--- src/rtl/fetch_block_splitter.sv ---
// rtl/fetch_block_splitter.sv - serialises a 4-instruction fetch block into one instruction per cycle
// Optional feature macro: SPLITTER_SKIP_ZERO_FMT_EN (drop slots whose format vector is all-zero)
module fetch_block_splitter #(
  parameter int addressWidth            = 64,
  parameter int instructionWidth        = 32,
  parameter int formatWidth             = 25,
  parameter int PrimOpcodeSize          = 6,
  parameter int PidSize                 = 20,
  parameter int TidSize                 = 16,
  parameter int instructionCounterWidth = 64
) (
  input  logic                               clock_i,
  input  logic                               reset_i,
  input  logic                               block_valid_i,
  output logic                               block_ready_o,
  input  logic [4*instructionWidth-1:0]      block_i,
  input  logic [4*formatWidth-1:0]           blockFormats_i,
  input  logic [addressWidth-1:0]            blockAddress_i,
  input  logic [1:0]                         startSlot_i,
  input  logic                               is64Bit_i,
  input  logic [PidSize-1:0]                 instructionPid_i,
  input  logic [TidSize-1:0]                 instructionTid_i,
  input  logic                               stall_i,
  input  logic                               flush_i,
  output logic                               enable_o,
  output logic [formatWidth-1:0]             instFormat_o,
  output logic [PrimOpcodeSize-1:0]          instructionOpcode_o,
  output logic [instructionWidth-1:0]        instruction_o,
  output logic [addressWidth-1:0]            instructionAddress_o,
  output logic                               is64Bit_o,
  output logic [PidSize-1:0]                 instructionPid_o,
  output logic [TidSize-1:0]                 instructionTid_o,
  output logic [instructionCounterWidth-1:0] instructionMajId_o
);

  typedef enum logic {IDLE, EMIT} state_t;

  state_t                               state, state_next;
  logic [1:0]                           slot;
  logic [4*instructionWidth-1:0]        blk_q;
  logic [4*formatWidth-1:0]             fmt_q;
  logic [addressWidth-1:0]              base_q;
  logic                                 is64_q;
  logic [PidSize-1:0]                   pid_q;
  logic [TidSize-1:0]                   tid_q;
  logic [instructionCounterWidth-1:0]   counter;
  logic [instructionWidth-1:0]          cur_inst;
  logic [formatWidth-1:0]               cur_fmt;
  logic                                 skip_slot;

  // Select the instruction and format of the current slot (slot 0 sits in the MSBs)
  always_comb begin
    cur_inst = blk_q[4*instructionWidth-1 -: instructionWidth];
    cur_fmt  = fmt_q[4*formatWidth-1 -: formatWidth];
    case (slot)
      2'd1: begin
        cur_inst = blk_q[3*instructionWidth-1 -: instructionWidth];
        cur_fmt  = fmt_q[3*formatWidth-1 -: formatWidth];
      end
      2'd2: begin
        cur_inst = blk_q[2*instructionWidth-1 -: instructionWidth];
        cur_fmt  = fmt_q[2*formatWidth-1 -: formatWidth];
      end
      2'd3: begin
        cur_inst = blk_q[instructionWidth-1 -: instructionWidth];
        cur_fmt  = fmt_q[formatWidth-1 -: formatWidth];
      end
      default: ;
    endcase
  end

  // Decide whether the current slot is silently consumed instead of emitted
  always_comb begin
`ifdef SPLITTER_SKIP_ZERO_FMT_EN
    skip_slot = (cur_fmt == '0);
`else
    skip_slot = 1'b0;
`endif
  end

  // State register
  always_ff @(posedge clock_i or posedge reset_i) begin
    if (reset_i) state <= IDLE;
    else         state <= state_next;
  end

  // Next-state logic: flush wins over stall, stall freezes everything
  always_comb begin
    state_next = state;
    if (flush_i) begin
      state_next = IDLE;
    end else if (!stall_i) begin
      case (state)
        IDLE:    if (block_valid_i) state_next = EMIT;
        EMIT:    if (slot == 2'd3)  state_next = IDLE;
        default: state_next = IDLE;
      endcase
    end
  end

  // Handshake output depends on state only
  always_comb begin
    block_ready_o = (state == IDLE) && !reset_i;
  end

  // Block capture, slot/ID bookkeeping and registered decoder outputs
  always_ff @(posedge clock_i or posedge reset_i) begin
    if (reset_i) begin
      slot                 <= '0;
      blk_q                <= '0;
      fmt_q                <= '0;
      base_q               <= '0;
      is64_q               <= 1'b0;
      pid_q                <= '0;
      tid_q                <= '0;
      counter              <= '0;
      enable_o             <= 1'b0;
      instFormat_o         <= '0;
      instructionOpcode_o  <= '0;
      instruction_o        <= '0;
      instructionAddress_o <= '0;
      is64Bit_o            <= 1'b0;
      instructionPid_o     <= '0;
      instructionTid_o     <= '0;
      instructionMajId_o   <= '0;
    end else if (flush_i) begin
      enable_o <= 1'b0;
    end else if (!stall_i) begin
      if (state == IDLE) begin
        enable_o <= 1'b0;
        if (block_valid_i) begin
          blk_q  <= block_i;
          fmt_q  <= blockFormats_i;
          base_q <= blockAddress_i & ~{{(addressWidth-4){1'b0}}, 4'hF};
          is64_q <= is64Bit_i;
          pid_q  <= instructionPid_i;
          tid_q  <= instructionTid_i;
          slot   <= startSlot_i;
        end
      end else begin
        slot <= slot + 2'd1;
        if (skip_slot) begin
          enable_o <= 1'b0;
        end else begin
          enable_o             <= 1'b1;
          instFormat_o         <= cur_fmt;
          instructionOpcode_o  <= cur_inst[PrimOpcodeSize-1:0];
          instruction_o        <= cur_inst;
          instructionAddress_o <= base_q + {{(addressWidth-4){1'b0}}, slot, 2'b00};
          is64Bit_o            <= is64_q;
          instructionPid_o     <= pid_q;
          instructionTid_o     <= tid_q;
          instructionMajId_o   <= counter;
          counter              <= counter + instructionCounterWidth'(1);
        end
      end
    end
  end

endmodule

--- config.mk ---
export PLATFORM = sky130hd
export DESIGN_NAME = fetch_block_splitter
export DESIGN_NICKNAME = d
export VERILOG_FILES = /design/src/rtl/fetch_block_splitter.sv
export SDC_FILE = /design/constraint.sdc
export NUM_CORES = 1
export LEC_CHECK = 0
export CAP_MARGIN = 20
export CORE_MARGIN = 2
export CORE_UTILIZATION = 50
export DETAILED_ROUTE_END_ITERATION = 8
export PLACE_DENSITY = 0.8
export SETUP_SLACK_MARGIN = 0.02
export SYNTH_ARGS = -nofsm -noshare
export SYNTH_HDL_FRONTEND = slang
export SYNTH_SLANG_ARGS = --single-unit
--- constraint.sdc ---
create_clock -name clock_i -period 25.5 [get_ports clock_i]
set_clock_uncertainty 0.1 [all_clocks]
set_input_delay 6.375 -clock clock_i [delete_from_list [all_inputs] [get_ports clock_i]]
set_output_delay 6.375 -clock clock_i [all_outputs]
set_load 0.02 [all_outputs]
Word-level counts from Yosys, hierarchy flattened. Index checks and enable logic that the tools add are counted. W data, S select, Z words.

Bits in read-only memories: 0. Latch bits: 0. Input bits: 336. Bits in registers: 621. Bits in writable memories: 0. Memories: 0.

Mux-type cells: 12. Add/subtract/negate cells: 3. Div/mod/pow operators: 0. $lt $le $gt $ge: 0. Eq/ne operators: 4. Bitwise operators: 3. Multipliers: 0. Shift-type cells: 0. Reductions and logical operators: 6.

Operators by type and width (number): $pmux W32 S3 (1); $pmux W25 S3 (1); $add A64 B1 Y64 const B (1); $add A64 B4 Y64 (1); $mux W1 (7); $reduce_and A3 Y1 (2); $eq A2 B2 Y1 const B (2); $mux W2 (2); $reduce_and A4 Y1 (1); $not A1 Y1 (3); $add A2 B1 Y2 const B (1); $eq A2 B1 Y1 const B (1); $ne A2 B1 Y1 const B (1); $pmux W1 S2 (1); $reduce_bool A2 Y1 (1); $logic_and A1 B1 Y1 (1); $logic_not A1 Y1 (1).

Longest topological paths before layout. Gate-level depths: netlist of the first run.

Depth in word-level cells: 5. Depth in mapped cells: 8. Gate-level depth less buffers: 6.

Worst setup path before layout of the first run. Ideal clock, no wire load.

Path type: in2out. Start: input reset_i. End: output block_ready_o. Required time: 19.025 ns. Data arrival time: 6.655 ns. Path slack: 12.370 ns. Stages: 1. Path buffers: 0. Cells stage by stage: nor2_1.

Longest elaborated chain between the ends: 2.

Ends and longest elaborated chain: start, declared (RTL line 13) `input logic reset_i,`; $logic_not A1 Y1 (no line); $logic_and A1 B1 Y1 (RTL line 103) `block_ready_o = (state == IDLE) && !reset_i;`; end, declared (RTL line 15) `output logic block_ready_o,`.

Every way passes these cells.

Worst setup path after layout of the first run. Ends and elaborated chain as after synthesis.

==> results of run 1 <==
==> critical path: stages <==
cell             delay [ns]
clkdlybuf4s50_1        0.51
nor2_1                 0.15
clkdlybuf4s50_1        0.64
==> layout by cell type, fill, tap and decap left out, types with 2 or more instances in the layout <==
master           instances
a222oi_1                57
buf_16                   2
nor4b_2                  2
buf_4                   11
xnor2_1                 35
nor2_1                  77
bufinv_16                6
clkdlybuf4s50_1        559
clkbuf_1                15
clkbuf_8                12
nor4_4                   2
clkbuf_16               69
dfrtp_1                613
xor2_1                  28
mux2_2                 325
nor4_1                   4
and3_1                   9
clkinv_2                 8
nor3_2                   3
diode_2                 11
inv_1                    7
conb_1                   2
nand4_1                 21
nor3_1                  16
ha_2                     3
buf_12                   3
nand2_1                566
inv_6                    2
and4_1                   2
or4_4                    2
nand3_1                 22
o21ai_0                 65
a21oi_1                 59
==> area by class of cell <==
cell class                 instances  area (um2)
sequential                       613       15300
inverter                           8        37.5
antenna                           11        27.5
clock buffer                      96        1950
fill                            3472       15800
timing repair buffer             575        5790
clock inverter                    17         245
tap                              622         778
multi-input combinational       1319        8640
==> stage by stage <==
step	instance area (um2)	hold WS, ns	instances
finish	32800	0.358	3261
global route	32800	0.380	3258
CTS	32700	0.362	3248
detailed placement	30500	0.349	3135
global placement	30500	0.342	3135
floorplan	24500	0.335	2066
==> cell families (layout without fill, tap and decap cells) <==
logic type / after synthesis / count (layout) / synth area share [%]
xor+xnor: 63 / 63 / 2.25
other cells: 1 / 13 / 0.0153
compound gates: 184 / 184 / 4.97
mux: 326 / 326 / 15.0
buf+inv: 134 / 696 / 2.33
fa+ha+maj: 5 / 5 / 0.255
simple gates: 739 / 739 / 12.6
flops: 613 / 613 / 62.6
==> final timing paths <==
kind                                       startpoint                                   end  cells after the start
worst min register to register  pid_q[11]$_DFFE_PP0P_      instructionPid_o[11]$_DFFE_PP0P_                      2
max in group asynchronous                     reset_i  instructionAddress_o[25]$_DFFE_PP0P_                      6
min in group asynchronous                     reset_i     instructionMajId_o[3]$_DFFE_PP0P_                      2
worst max-delay path                          reset_i                         block_ready_o                      3
worst max register to register      state$_DFFE_PP0P_                base_q[11]$_DFFE_PP0P_                      4
worst min-delay path            pid_q[11]$_DFFE_PP0P_      instructionPid_o[11]$_DFFE_PP0P_                      2
==> layer usage <==
| metal | wire [um] | vias up | GRT usage, % |
|---|---|---|---|
| met5 | 28 | - | 0 |
| met4 | 3300 | 4 | 14.5 |
| met3 | 4850 | 201 | 6.48 |
| met2 | 32300 | 720 | 41.6 |
| met1 | 25200 | 8876 | 32.2 |
| li1 | - | 8081 | - |
==> report_power, final <==
part           internal, mW  switching, mW  leakage, nW
Clock                 0.590          0.376         1.08
Sequential             1.18          0.125         7.68
Combinational         0.367          0.379         5.92
==> sequential cells by signal, summed over array words and instances, names as in the netlist, 20 cells and up <==
name	cells
pid_q	20
instructionMajId_o	64
instructionPid_o	20
instruction_o	27
instFormat_o	25
fmt_q	100
counter	64
blk_q	128
instructionAddress_o	62
base_q	60
==> impl_metrics.json, run 1 <==
{
  "die_area_mm2": 0.0508,
  "peakVddDrop_uv": 57.6,
  "min_period_ns": 14.15,
  "fp-row-count": 81,
  "initial_utilization_pct": 50.4,
  "grt_pass1_vias": 18354,
  "worst_slew_pin_slew_ns": 1.13,
  "clock-sinks": 613,
  "hold_violations": 0,
  "synth_area_mm2": 0.0245,
  "yosys_warnings": 0,
  "cts_buffer_depth": 3,
  "cts_made_buffers": 66,
  "power.density_mw_per_mm2": 91.9,
  "areaGrowthSynthToFinish_pct": 33.8,
  "first_pass_iters": 6,
  "critical_path.max_fanout": 2,
  "antenna_found_initial": 11,
  "synth_top_area_share_pct": 62.6,
  "final_net_count": 2924,
  "hp-class": "flip-flop to flip-flop",
  "maxCapViolations": 0,
  "post_cts_resized": 0,
  "holdBufCountCts": 0,
  "fin_crit_sh_pct": 55.5,
  "cts_root_buf": "clkbuf_16",
  "clock.fmax_mhz": 70.7,
  "cts_tree": "built",
  "ys_top_cells_by_area": "dfrtp_1, mux2_2, nand2_1",
  "cp.arrival_ns": 7.67,
  "die_h_um": 225,
  "synth_cell_type_count": 42,
  "setup_viol": 0,
  "status": "complete, no violations",
  "htree_levels": 3,
  "power_mw": 3.02,
  "cts_setup_buffers": 0,
  "synth-edff-count": 0,
  "synth_most_common_cell": "dfrtp_1",
  "synth_commonest_cells": "dfrtp_1, nand2_1, mux2_2",
  "async_flop_share_pct": 100,
  "grt_max_degree": 220,
  "grt_pass1_wl_um": 103000,
  "post-route-util_pct": 67.5,
  "fp.dieW_um": 225,
  "ios": 566,
  "crit_required_ns": 19.02,
  "rrSetupSlack_ns": 21.93,
  "clock_latency_ns": 0.59,
  "path_class": "primary input to output pin",
  "syn_avg_cell_area_um2": 11.9,
  "max_slew_margin_pct": 24.9,
  "finalMaxSlewViolations": 0,
  "synth_seq_cells": 613,
  "place.gp.congestion": 0.851,
  "drtAntennaViolNets": 0,
  "rsz0062_at_grt": "no",
  "cp-start-kind": "primary input",
  "coreArea_mm2": 0.0486,
  "ys_seq_area_share_pct": 62.6,
  "grt_overflow": 0,
  "pre_cts_slack_ns": 11.39,
  "postSynthCellCount": 2065,
  "power_leakage_nw": 14.7,
  "drc": 0,
  "routed_wl_um": 65700,
  "layout_setup_ws_ns": 11.35,
  "vias": 17882,
  "wl_per_cell_um": 20.2,
  "track_usage_pct": 25.9,
  "drtIter0Drc": 1639,
  "dp_hpwl_um": 43900,
  "vias_per_cell": 5.48,
  "yosys_most_used_dff": "dfrtp_1",
  "setup_tns_ns": 0,
  "yosysTopAreaCell": "dfrtp_1",
  "io_buffers": 559,
  "clk_pin_slew_ns": 0.06,
  "crit_path_end_kind": "output pin",
  "drive_above_1_share_pct": 17.5
}
Power figures use the tool's default switching activity.
==> inputs of run 2 (changes only) <==
clock period = 13.84 ns   (was 25.5 ns; I/O delays follow)
==> run 2 against run 1 <==
Sequential power is 85% higher. Power grew 80%. Worst hold slack better by 0.0054 ns. Register-to-register slack lost 12 ns. Critical endpoint unchanged. Highest routed layer unchanged.
==> impl_metrics.json, run 2 (synthesized netlist as in run 1, its figures left out) <==
{
  "status": "complete, no violations",
  "regMostFlops": "blk_q",
  "ff_latch_area_mm2": 0.0153,
  "clkPwrFrac_pct": 30.2,
  "crit_required_ns": 10.28,
  "peakVddDrop_uv": 128,
  "cts_made_buffers": 61,
  "crit_start": "reset_i",
  "met2_usage_pct": 43.0,
  "initial_utilization_pct": 50.4,
  "setup_viol": 0,
  "min_period_ns": 8.21,
  "p_sw_share_pct": 29.8,
  "maxCapViolations": 0,
  "io_buffers": 559,
  "largest_reg_flops": 128,
  "post_cts_resized": 0,
  "rsz0062_at_grt": "no",
  "multi_input_area_mm2": 0.00864,
  "critical_path.max_fanout": 2,
  "dp_hpwl_um": 45200,
  "p_switching_mw": 1.61,
  "final_net_count": 2921,
  "hold_slack_ns": 0.363,
  "critPathMaxStageDelay_ns": 0.62,
  "cts_tree": "built",
  "clk_pin_slew_ns": 0.07,
  "grtUsageMet1_pct": 31.8,
  "reg_top3": "blk_q (128), fmt_q (100)",
  "clock_latency_ns": 0.61,
  "vias_per_cell": 5.46,
  "max_slew_margin_pct": 24.5,
  "cpMostUsedCell": "clkdlybuf4s50_1",
  "place.gp.congestion": 0.868,
  "ios": 566,
  "clock.fmax_mhz": 122,
  "hp-class": "flip-flop to flip-flop",
  "drc": 0,
  "fin_crit_sh_pct": 59.3,
  "power_leakage_nw": 14.6,
  "die_h_um": 225,
  "stdcell_area_mm2": 0.0326,
  "finalMaxSlewViolations": 0,
  "hold_violations": 0,
  "use_met3_pct": 6.70,
  "path_class": "primary input to output pin",
  "cts_setup_buffers": 0,
  "layout_common_cells": "dfrtp_1, nand2_1, clkdlybuf4s50_1",
  "grt_pass1_wl_um": 102000,
  "min-delay-start": "base_q[19]$_DFFE_PP0P_",
  "grt_max_degree": 196,
  "rrSetupSlack_ns": 9.47,
  "drtIter0Drc": 1350,
  "fp-row-count": 81,
  "vias": 17796,
  "track_usage_pct": 25.9,
  "fp.dieW_um": 225,
  "setup_tns_ns": 0,
  "holdBufCountCts": 0,
  "cp-start-kind": "primary input",
  "place_area_mm2": 0.0306,
  "power.share.sequential_pct": 44.2,
  "drive_above_1_share_pct": 17.5,
  "worst_slew_pin_slew_ns": 1.13,
  "intPower_mw": 3.81,
  "cts_buffer_depth": 3,
  "die_area_mm2": 0.0508,
  "fillers": 3502,
  "timing.rr.start": "state$_DFFE_PP0P_",
  "wl_per_cell_um": 20.4,
  "cts_root_buf": "clkbuf_16",
  "clock-sinks": 613,
  "coreArea_mm2": 0.0486,
  "antenna_found_initial": 20,
  "crit_path_end_kind": "output pin",
  "routed_wl_um": 66700,
  "layout_commonest_cell": "dfrtp_1",
  "drtAntennaViolNets": 0,
  "worstPathCellList": "clkdlybuf4s50_1 > nor2_1 > clkdlybuf4s50_1",
  "first_pass_iters": 6,
  "areaGrowthSynthToFinish_pct": 32.9,
  "cp.arrival_ns": 4.65,
  "power.density_mw_per_mm2": 166,
  "slowest_stage": "clkdlybuf4s50_1",
  "combPwrFrac_pct": 25.6,
  "grt_pass1_vias": 18435,
  "grt_overflow": 0,
  "htree_levels": 2,
  "grt.busiest_layer": "met2"
}
[run 2: worst max-delay path, delay by kind of cell]
kind / cells / cell delay (ns)
simple gates: 1 / 0.11
buf+inv: 2 / 1.08
[run 2: power groups by stage]
stage	Clock, mW	Sequential [mW]	Combinational [mW]
after floorplan	0	2.58	0.557
after detailed placement	0	2.42	1.39
after CTS	1.67	2.40	1.40
after global routing	1.74	2.44	1.49
after global placement	0	2.40	1.35
final	1.64	2.40	1.39
[run 2: final cells by class]
cell class                      instances  area share, %
Inverter                                8          0.104
Antenna cell                           14          0.108
Timing Repair Buffer                  577           17.7
Clock inverter                         20          0.649
Tap cell                              622           2.39
Clock buffer                           88           5.46
Sequential cell                       613           47.1
Multi-Input combinational cell       1319           26.5
[run 2: layer usage]
metal  share of wire, %  routed length, um
met3                7.3               4880
met4                3.9               2570
met1                 39              25700
met5              0.080                 53
met2                 50              33500
[run 2: metrics by stage]
step                util (%)  std cells  setup slack (ns)  power, mW
floorplan                  -       2066              1.91       3.13
global placement        62.8       3139              5.64       3.75
detailed placement      62.8       3139              5.64       3.81
CTS                     66.9       3247              5.63       5.46
global route            67.0       3259              5.59       5.67
finish                  67.0       3261              5.63       5.42
[run 2: path summary, 6_finish.rpt]
check	endpoint	cells after the start
setup / recovery	block_ready_o	3
hold / removal	instructionAddress_o[19]$_DFFE_PP0P_	2
setup reg to reg	fmt_q[85]$_DFFE_PP0P_	5
hold reg to reg	instructionAddress_o[19]$_DFFE_PP0P_	2
max in group asynchronous	fmt_q[53]$_DFFE_PP0P_	4
min in group asynchronous	instructionMajId_o[5]$_DFFE_PP0P_	2
==> inputs of run 3 (changes only) <==
CORE_UTILIZATION = 45   (was 50)
PLACE_DENSITY = 0.76   (was 0.8)
clock period = 6.7 ns   (was 13.84 ns; I/O delays follow)
==> run 3 against run 2 <==
Design area up 0.80%. Critical path depth unchanged. Sequential cell count stayed put. Clock power up 110%. Die area is 11% higher. Core utilization is 5.9 points lower. Highest routed layer unchanged.
==> impl_metrics.json, run 3 (synthesized netlist as in run 1, its figures left out) <==
{
  "status": "complete, no violations",
  "grt_overflow": 0,
  "clock_latency_ns": 0.61,
  "largest_reg_flops": 128,
  "cp.arrival_ns": 2.88,
  "setup_viol": 0,
  "worstPathCellList": "clkdlybuf4s50_1 > nor2_1 > clkdlybuf4s50_1",
  "die_area_mm2": 0.0564,
  "final_net_count": 2926,
  "crit_path_end_kind": "output pin",
  "reg_top3": "blk_q (128), fmt_q (100)",
  "min_period_ns": 4.66,
  "layout_commonest_cell": "dfrtp_1",
  "drc": 0,
  "clk_pin_slew_ns": 0.06,
  "power_mw": 11.2,
  "rrSetupSlack_ns": 3.69,
  "path_class": "primary input to output pin",
  "maxCapViolations": 0,
  "peakVddDrop_uv": 213,
  "setup_tns_ns": 0,
  "cts_buffer_depth": 3,
  "finalMaxSlewViolations": 0,
  "r2r_cells": 4,
  "crit_required_ns": 4.93,
  "fin_crit_sh_pct": 69.5,
  "final_cells": 3340,
  "cts_setup_buffers": 0,
  "fp-row-count": 85,
  "top_layer": "met5",
  "antenna_found_initial": 13,
  "critical_path.max_fanout": 2,
  "io_buffers": 559,
  "rsz0062_at_grt": "no",
  "m1WireLength_um": 26600,
  "drtAntennaViolNets": 0,
  "critical_path.top_delay_family": "buffers and inverters",
  "post_cts_resized": 0,
  "met2_length_um": 33600,
  "layout_setup_ws_ns": 2.04,
  "die_h_um": 237,
  "dr_wl_met3_um": 4330,
  "drive_above_1_share_pct": 17.7,
  "drtIter0Drc": 1342,
  "place.gp.congestion": 0.849,
  "areaGrowthSynthToFinish_pct": 33.9,
  "clock.fmax_mhz": 215,
  "placedCellCount": 3217,
  "min_path_cells": 2,
  "regMostFlops": "blk_q",
  "fp.dieW_um": 237,
  "grt_pass1_vias": 18352,
  "cts_root_buf": "clkbuf_16",
  "clock-sinks": 613,
  "routed_wl_um": 67000,
  "cts_made_buffers": 61,
  "wl_per_cell_um": 20.1,
  "holdBufCountCts": 0,
  "slowest_stage": "clkdlybuf4s50_1",
  "track_usage_pct": 23.6,
  "hp-class": "flip-flop to flip-flop",
  "cpMostUsedCell": "clkdlybuf4s50_1",
  "power.density_mw_per_mm2": 342,
  "layout_common_cells": "dfrtp_1, nand2_1, clkdlybuf4s50_1",
  "crit_buf_inv": 2,
  "vias": 17734,
  "max_slew_margin_pct": 36.5,
  "grt_pass1_wl_um": 104000,
  "cp-start-kind": "primary input",
  "coreArea_mm2": 0.0538,
  "initial_utilization_pct": 45.6,
  "power_leakage_nw": 14.7,
  "vias_per_cell": 5.31,
  "grt_max_degree": 166,
  "htree_levels": 2,
  "first_pass_iters": 8,
  "dp_hpwl_um": 46200,
  "critPathMaxStageDelay_ns": 0.62,
  "worstSetupPathDepth": 3,
  "ios": 566,
  "cts_tree": "built",
  "post-route-util_pct": 61.0,
  "pre_cts_slack_ns": 2.04,
  "hold_violations": 0,
  "worst_slew_pin_slew_ns": 0.952
}
-- run 3: cell types whose count changed in the layout (fill, tap and decap cells not counted), sizes merged --
cell      change
clkbuf        +8
buf           +5
bufinv        -2
clkinv        -4
inv           +2
clkinvlp      -2
diode         -2
-- run 3: final cells by class --
cell class / instances / area, um2
timing repair buffer: 582 / 5880
antenna: 12 / 30.0
multi-input combinational: 1319 / 8640
inverter: 8 / 33.8
sequential: 613 / 15300
tap: 696 / 871
clock buffer: 96 / 1910
clock inverter: 14 / 130
fill: 4247 / 21000
-- run 3: worst reg2reg max path, stage by stage, from the launching register on --
cell and delay [ns]:
dfrtp_1 0.57, nor4b_2 0.64, buf_12 0.45, buf_4 0.73, mux2_2 0.40
-- run 3: through the flow --
step                      area [um2]  hold WS [ns]
after CTS                      32800         0.357
final                          32800         0.361
after floorplan                24500         0.335
after detailed placement       30700         0.350
after global routing           32800         0.383
after global placement         30700         0.343
-- run 3: worst paths after layout --
check,start,endpoint
setup / recovery,reset_i,block_ready_o
hold / removal,base_q[62]$_DFFE_PP0P_,instructionAddress_o[62]$_DFFE_PP0P_
setup reg to reg,state$_DFFE_PP0P_,fmt_q[30]$_DFFE_PP0P_
hold reg to reg,base_q[62]$_DFFE_PP0P_,instructionAddress_o[62]$_DFFE_PP0P_
max in group asynchronous,reset_i,blk_q[101]$_DFFE_PP0P_
min in group asynchronous,reset_i,instructionMajId_o[10]$_DFFE_PP0P_
-- run 3: routing by layer --
metal	track usage, %	vias to the layer above
met3	4.92	135
met2	39.4	586
met5	0	-
met1	29.8	8931
met4	10.3	2
li1	-	8080
-- run 3: report_power, final --
| group | leakage [nW] | total, mW | switching (mW) | internal [mW] |
|---|---|---|---|---|
| registers | 7.68 | 4.95 | 0.462 | 4.49 |
| logic | 5.96 | 2.86 | 1.46 | 1.40 |
| clock network | 1.01 | 3.43 | 1.41 | 2.02 |
| total | 14.7 | 11.2 | 3.33 | 7.91 |
